--- config.mk ---
export PLATFORM = sky130hd
export DESIGN_NAME = binary_game_ctrl
export DESIGN_NICKNAME = d
export VERILOG_FILES = /design/src/rtl/binary_game_ctrl.sv
export SDC_FILE = /design/constraint.sdc
export NUM_CORES = 1
export LEC_CHECK = 0
export BUFFER_PORTS_ARGS = -buffer_cell sky130_fd_sc_hd__buf_2
export CAP_MARGIN = 5
export CORE_MARGIN = 2
export CORE_UTILIZATION = 50
export DETAILED_ROUTE_END_ITERATION = 8
export PLACE_DENSITY = 0.76
export SKIP_CTS_REPAIR_TIMING = 1
export SYNTH_ARGS = -nofsm -noshare
export SYNTH_HDL_FRONTEND = slang
export SYNTH_SLANG_ARGS = --single-unit
--- constraint.sdc ---
create_clock -name clk -period 2.6 [get_ports clk]
set_input_delay 0.13 -clock clk [delete_from_list [all_inputs] [get_ports clk]]
set_output_delay 0.13 -clock clk [all_outputs]
set_load 0.03 [all_outputs]
--- src/rtl/binary_game_ctrl.sv ---
// Round sequencer for the binary guessing game: LFSR target generation,
// per-round countdown, guess scoring and fixed-length game control.
//
// state     | meaning
// IDLE      | waiting for the first start after reset
// CLEAR     | pulse score_rst, clear round and last_correct
// NEW_ROUND | latch LFSR as target, load countdown, advance round
// PLAY      | waiting for submit or countdown expiry
// RESULT    | hold the result for REVEAL_TICKS ticks
// GAME_OVER | all rounds played; waiting for start
module binary_game_ctrl #(
    parameter int         ROUND_TIME   = 10,
    parameter int         NUM_ROUNDS   = 10,
    parameter int         REVEAL_TICKS = 2,
    parameter logic [7:0] LFSR_SEED    = 8'hA5
) (
    input  logic       clk,
    input  logic       rst,
    input  logic       tick,
    input  logic       start,
    input  logic       submit,
    input  logic [7:0] guess,
    output logic [7:0] target,
    output logic       is_equal,
    output logic       score_rst,
    output logic [3:0] time_left,
    output logic [3:0] round,
    output logic       playing,
    output logic       game_over,
    output logic       last_correct
);

    localparam logic [7:0] SEED_EFF = (LFSR_SEED == 8'h00) ? 8'h01 : LFSR_SEED;
    localparam logic [3:0] RT = 4'(ROUND_TIME);
    localparam logic [3:0] NR = 4'(NUM_ROUNDS);
    localparam logic [3:0] RV = 4'(REVEAL_TICKS);

    typedef enum logic [2:0] {
        IDLE      = 3'd0,
        CLEAR     = 3'd1,
        NEW_ROUND = 3'd2,
        PLAY      = 3'd3,
        RESULT    = 3'd4,
        GAME_OVER = 3'd5
    } state_t;

    state_t     state, state_nxt;
    logic [7:0] lfsr;
    logic [3:0] reveal, reveal_nxt;
    logic [7:0] target_nxt;
    logic [3:0] time_nxt, round_nxt;
    logic       last_nxt, eq_nxt;

    // x^8+x^6+x^5+x^4+1: taps at bits 7,5,4,3; a nonzero seed never reaches 0
    always_ff @(posedge clk) begin
        if (rst) begin
            lfsr <= SEED_EFF;
        end else begin
            lfsr <= {lfsr[6:0], lfsr[7] ^ lfsr[5] ^ lfsr[4] ^ lfsr[3]};
        end
    end

    always_ff @(posedge clk) begin
        if (rst) begin
            state        <= IDLE;
            target       <= 8'h00;
            time_left    <= 4'd0;
            round        <= 4'd0;
            reveal       <= 4'd0;
            last_correct <= 1'b0;
            is_equal     <= 1'b0;
        end else begin
            state        <= state_nxt;
            target       <= target_nxt;
            time_left    <= time_nxt;
            round        <= round_nxt;
            reveal       <= reveal_nxt;
            last_correct <= last_nxt;
            is_equal     <= eq_nxt;
        end
    end

    always_comb begin
        state_nxt  = state;
        target_nxt = target;
        time_nxt   = time_left;
        round_nxt  = round;
        reveal_nxt = reveal;
        last_nxt   = last_correct;
        eq_nxt     = 1'b0;
        case (state)
            IDLE: begin
                if (start) state_nxt = CLEAR;
            end
            CLEAR: begin
                round_nxt = 4'd0;
                last_nxt  = 1'b0;
                state_nxt = NEW_ROUND;
            end
            NEW_ROUND: begin
                target_nxt = lfsr;
                time_nxt   = RT;
                round_nxt  = round + 4'd1;
                state_nxt  = PLAY;
            end
            PLAY: begin
                // submit outranks a simultaneous final tick
                if (submit) begin
                    eq_nxt     = (guess == target);
                    last_nxt   = (guess == target);
                    reveal_nxt = RV;
                    state_nxt  = RESULT;
                end else if (tick) begin
                    if (time_left <= 4'd1) begin
                        time_nxt   = 4'd0;
                        last_nxt   = 1'b0;
                        reveal_nxt = RV;
                        state_nxt  = RESULT;
                    end else begin
                        time_nxt = time_left - 4'd1;
                    end
                end
            end
            RESULT: begin
                if (tick) begin
                    if (reveal <= 4'd1) begin
                        reveal_nxt = 4'd0;
                        state_nxt  = (round >= NR) ? GAME_OVER : NEW_ROUND;
                    end else begin
                        reveal_nxt = reveal - 4'd1;
                    end
                end
            end
            GAME_OVER: begin
                if (start) state_nxt = CLEAR;
            end
            default: state_nxt = IDLE;
        endcase
    end

    assign score_rst = (state == CLEAR);
    assign playing   = (state == PLAY);
    assign game_over = (state == GAME_OVER);

endmodule

# --- Word level (Yosys, flattened, before mapping) ---
# Cells that the tools add are included.
# Widths: inputs -> output; s select.
classes:
  bitwise: 5
  n_addsub: 3
  n_reduce_logical: 11
  eq_ne: 13
  mux: 23
  n_lt_le_gt_ge: 3
ops:
  columns: ["cell", "n"]
  rows:
  - ["$mux 4", 8]
  - ["$pmux 4 s2", 3]
  - ["$mux 3", 7]
  - ["$pmux 3 s5", 1]
  - ["$eq 8x8->1", 1]
  - ["$le 4x1->1 const B", 2]
  - ["$ne 2x2->1 const B", 4]
  - ["$reduce_bool 2->1", 4]
  - ["$sub 4x1->4 const B", 2]
  - ["$eq 3x2->1 const B", 2]
  - ["$eq 3x3->1 const B", 2]
  - ["$reduce_and 3->1", 2]
  - ["$reduce_and 5->1", 1]
  - ["$add 4x1->4 const B", 1]
  - ["$ge 4x4->1 const B", 1]
  - ["$reduce_and 4->1", 1]
  - ["$eq 3x1->1 const B", 1]
  - ["$logic_not 3->1", 1]
  - ["$mux 1", 3]
  - ["$ne 3x2->1 const B", 1]
  - ["$ne 3x3->1 const B", 1]
  - ["$reduce_or 3->1", 1]
  - ["$xor 1x1->1", 3]
  - ["$ne 2x1->1 const B", 1]
  - ["3 further kinds", 4]
word_totals:
  word_cells: 66
  out_inout_bits: 21
  input_bits: 13
  register_bits: 33

# --- Depth between registers and ports, before layout ---
depth:
  word_depth: 5
  mapped_depth: 7
  ltp_nobuf: 6

# --- Least setup slack after synthesis ---
# Ideal clock, no wire load.
synth_path:
  path_type: "register -> register"
  start: "register time_left[0]"
  end: "register time_left[0]"
  path_stages_with_launch: 7
  slack_ns: 0.675
  n_path_buf: 0
  period_less_slack_ns: 1.925
  required_time_ns: 2.530
  arrival_time_ns: 1.854
  path_cell_list: "dfxtp_1 -> inv_1 -> ha_1 -> or2_1 -> and2_1 -> or4_1 -> a21oi_1"
synth_via:
  elab_chain_len: 5
  word_cells_on_any_way: 6
  cone_classes: "1 x add/sub; 1 x order compare; 4 x mux"
synth_lines:
  columns: ["element", "line_no", "source"]
  rows:
  - ["start: declaration", "26", "output logic [3:0] time_left,"]
  - ["start signal: assignment", "75", "time_left <= time_nxt;"]
  - ["$sub 4x1->4 or $le 4x1->1 (tied branches)", "120, 114", null]
  - ["$mux 4 *", "114", "if (time_left <= 4'd1) begin"]
  - ["$mux 4 *", "113", "end else if (tick) begin"]
  - ["$mux 4 *", "108", "if (submit) begin"]
  - ["$pmux 4 s2 *", "91", "case (state)"]
# Mark *: on every way between the ends. The rest lies on a longest branch, timed or not. The select of a mux whose other input is x is not followed.
# A chain may end at the register's enable or synchronous reset.

# --- Final worst setup path ---
layout_path:
  start: "register state[0]"
  end: "output score_rst"
layout_via:
  elab_chain_len: 1
layout_lines:
  columns: ["element", "line_no", "source"]
  rows:
  - ["start: declaration", "47", "state_t state, state_nxt;"]
  - ["start signal: assignment", "73", "state <= state_nxt;"]
  - ["$eq 3x1->1", "141", "assign score_rst = (state == CLEAR);"]
  - ["end: declaration", "25", "output logic score_rst,"]
# Every way passes these cells.

==> impl_metrics.json <==
{
  "cp-start-kind": "flop",
  "die_height_um": 62.8,
  "ir_drop_v": 0.000342,
  "total_switching_power_uw": 436,
  "max-clock-path-buffers": 2,
  "max_freq_mhz": 496,
  "worst-path-stages": 3,
  "synth_seq_cells": 33,
  "globalRouteTotalUtil_pct": 19.6,
  "critPathBufInv": 2,
  "dpl.hpwl_um": 2650,
  "sw_frac_of_total_pct": 36.0,
  "hold_ws_ns": 0.195,
  "fin_total_pwr_mw": 1.21,
  "floorplan.io_pins": 34,
  "route.final.wire_length_um": 3580,
  "max_fo_critical_path": 16,
  "seqPwrFrac_pct": 49.8,
  "arrival_ns": 1.89,
  "area.growth.synth_to_final_pct": 13.7,
  "yosysUniqueCellTypes": 47,
  "drc": 0,
  "postSynthCellCount": 204,
  "gp_congestion": 0.789,
  "finalClockSkew_ns": 0.0154,
  "row_count": 21,
  "power_leakage_nw": 0.835,
  "tritoncts": "done",
  "max_cap_violations": 0,
  "outcome": "completed",
  "antenna-diode-count": 0,
  "synth-edff-count": 0,
  "grt_pass1_vias": 1361,
  "routed_via_density": 5.39,
  "pint_uw": 777,
  "slowest_cell_on_the_critical_path": "sky130_fd_sc_hd__dfxtp_1",
  "slew-limit-headroom_pct": 63.9,
  "post_route_cells_drive_above_1_share_pct": 22.5,
  "layout.nets": 254,
  "cts.reportedPaths.clkPinSlew_ns": 0.11,
  "power_frac_clock_pct": 23.0,
  "synth_top_flop_cell": "sky130_fd_sc_hd__dfxtp_1",
  "placement.io_buffers": 33,
  "coreArea_mm2": 0.00334,
  "final-max-slew-violation-count": 0,
  "final_antenna_net_count": 0,
  "max_slew.worst_pin.slew_ns": 0.541,
  "combinationalPowerShare_pct": 27.3,
  "synth_area_mm2": 0.00173,
  "end_kind": "output pin",
  "clk_root_buffer_cell": "sky130_fd_sc_hd__clkbuf_4",
  "rsz0062_at_grt": "false",
  "hold-path-cell-count": 3,
  "maximum_number_of_pins_on_one_net_before_global_route_repair": 32,
  "finalCriticalPeriod_ns": 2.02,
  "grt.overflow.total": 0,
  "via_count": 1519,
  "worst_r2r_path_depth": 4,
  "pd_cells_mw_per_mm2": 617,
  "grt_antenna_before_repair": 0,
  "worst_path_largest_cell_delay_ns": 0.64,
  "sum_of_negative_setup_slack_ns": 0,
  "grt_first_pass_wirelength_um": 6150,
  "die_area_mm2": 0.00394,
  "fin_crit_sh_pct": 77.5,
  "wl_per_cell_um": 12.7,
  "clk_latency_ns": 0.33,
  "setup_viol": 0,
  "cts_sinks": 33,
  "timing_hold_violations_final": 0,
  "ys.warnings.count": 0,
  "synth.net_count": 223,
  "die_x_extent_um": 62.8,
  "synth-seq-area-share_pct": 38.2,
  "synth_area_leaders": "sky130_fd_sc_hd__dfxtp_1, sky130_fd_sc_hd__xor2_1, sky130_fd_sc_hd__a21oi_1",
  "critical-path-top-delay-family": "flip-flops",
  "netlist.top_cell.by_area": "sky130_fd_sc_hd__dfxtp_1",
  "first_pass_drt_iterations": 4,
  "crit_path_cell_trace": "buf_4 -> nor3b_1 -> buf_2",
  "synth-async-reset-ratio_pct": 0,
  "initialDrtViolationCount": 86,
  "share_of_yosys_cell_area_claimed_by_the_top_area_cell_type_pct": 38.2,
  "required_time_of_the_critical_path_ns": 2.47,
  "cts-buffers-inserted": 5,
  "post_synth.cell_area_avg_um2": 8.48,
  "min_path_type": "input pin to flop",
  "htree_levels": 2,
  "timing_worst_setup_path_type": "flop to output pin",
  "initial_utilization_pct": 51.8
}
## cell usage in the layout, fill, tap and decap left out, types with 6 or more instances in the layout
master,count
sky130_fd_sc_hd__a21oi_1,16
sky130_fd_sc_hd__buf_2,33
sky130_fd_sc_hd__dfxtp_1,33
sky130_fd_sc_hd__ha_1,6
sky130_fd_sc_hd__inv_1,14
sky130_fd_sc_hd__nand2_1,15
sky130_fd_sc_hd__nor2_1,13
sky130_fd_sc_hd__nor3_1,7
sky130_fd_sc_hd__o21ai_0,12
sky130_fd_sc_hd__xor2_1,11
## layer usage
layer  part of all wire [%]  up-vias  routed length [µm]  track usage, %
li1                       -      786                   -               -
met1                     47      701                1680            24.4
met2                     48       28                1730            32.9
met3                    3.8        4                 137            5.77
met4                   0.95        0                  34            5.28
met5                      0        -                   0               0
## cells in the mapped netlist, drive strengths merged (2+ instances only)
| cell | instances |
|---|---|
| dfxtp | 33 |
| a21oi | 16 |
| nand2 | 15 |
| inv | 14 |
| nor2 | 13 |
| o21ai | 12 |
| xor2 | 11 |
| nor3 | 7 |
| clkbuf | 6 |
| ha | 6 |
| or2 | 6 |
| a31oi | 5 |
| nor2b | 5 |
| buf | 4 |
| nor4 | 4 |
| o31ai | 4 |
| a211oi | 3 |
| a221oi | 3 |
| and3 | 3 |
| nor3b | 3 |
| a21o | 2 |
| a31o | 2 |
| and2 | 2 |
| nand2b | 2 |
| nand3 | 2 |
| o31a | 2 |
| or4 | 2 |
| xnor2 | 2 |
## worst reg2reg max path, delay by kind of cell (launching register included)
family / cells / cell delay (ns)
flip-flops: 1 / 0.64
AND/OR/NAND/NOR: 2 / 0.81
AO/OA/AOI/OAI: 2 / 0.45
## metrics by stage
stage | cells | area (µm²) | setup WS [ns] | utilization (%)
finish | 282 | 1970 | 0.584 | 58.9
CTS | 282 | 1970 | 0.583 | 58.9
floorplan | 204 | 1730 | 0.675 | -
detailed placement | 274 | 1910 | 0.667 | 57.4
global route | 282 | 1970 | 0.398 | 58.9
global placement | 274 | 1910 | 0.736 | 57.4
## power groups by stage
stage | Combinational [mW] | Sequential [mW] | Clock (mW)
4_1_cts | 0.333 | 0.604 | 0.289
3_3_place_gp | 0.326 | 0.614 | 0
3_5_place_dp | 0.332 | 0.615 | 0
6_report | 0.331 | 0.604 | 0.279
2_1_floorplan | 0.232 | 0.632 | 0
5_1_grt | 0.366 | 0.613 | 0.310
## area by class of cell
cell class / count / area (µm²)
timing repair buffer: 34 / 173
clock inverter: 2 / 10.0
multi-input combinational: 147 / 971
inverter: 14 / 52.6
tap: 46 / 57.6
fill: 330 / 1370
clock buffer: 6 / 41.3
sequential: 33 / 661
## flip-flops by register name (all words and copies together), names as in the netlist
| register | count |
|---|---|
| round | 4 |
| reveal | 4 |
| state | 3 |
| last_correct | 1 |
| is_equal | 1 |
| lfsr | 8 |
| target | 8 |
| time_left | 4 |
## path summary, 6_finish.rpt
path                              start                         to  slack [ns]
setup / recovery  state[0]$_SDFFE_PP0P_                  score_rst        0.58
hold / removal                   submit      state[2]$_SDFFE_PP0P_        0.20
setup reg to reg  state[1]$_SDFFE_PP0P_  time_left[2]$_SDFFE_PP0P_        0.61
hold reg to reg      lfsr[2]$_SDFF_PP1_     target[2]$_SDFFE_PP0P_        0.45
## logic make-up after synthesis
group / count (synthesis) / synth area share (%)
xor gates and xnor gates: 13 / 6.58
and+or+nand+nor: 68 / 21.7
adders and majority gates: 6 / 4.34
muxes: 2 / 1.23
DFF: 33 / 38.2
buffers and inverters: 24 / 5.64
AOI/OAI and AO/OA: 58 / 22.3
Note: power is estimated with default switching activity, not from simulation.
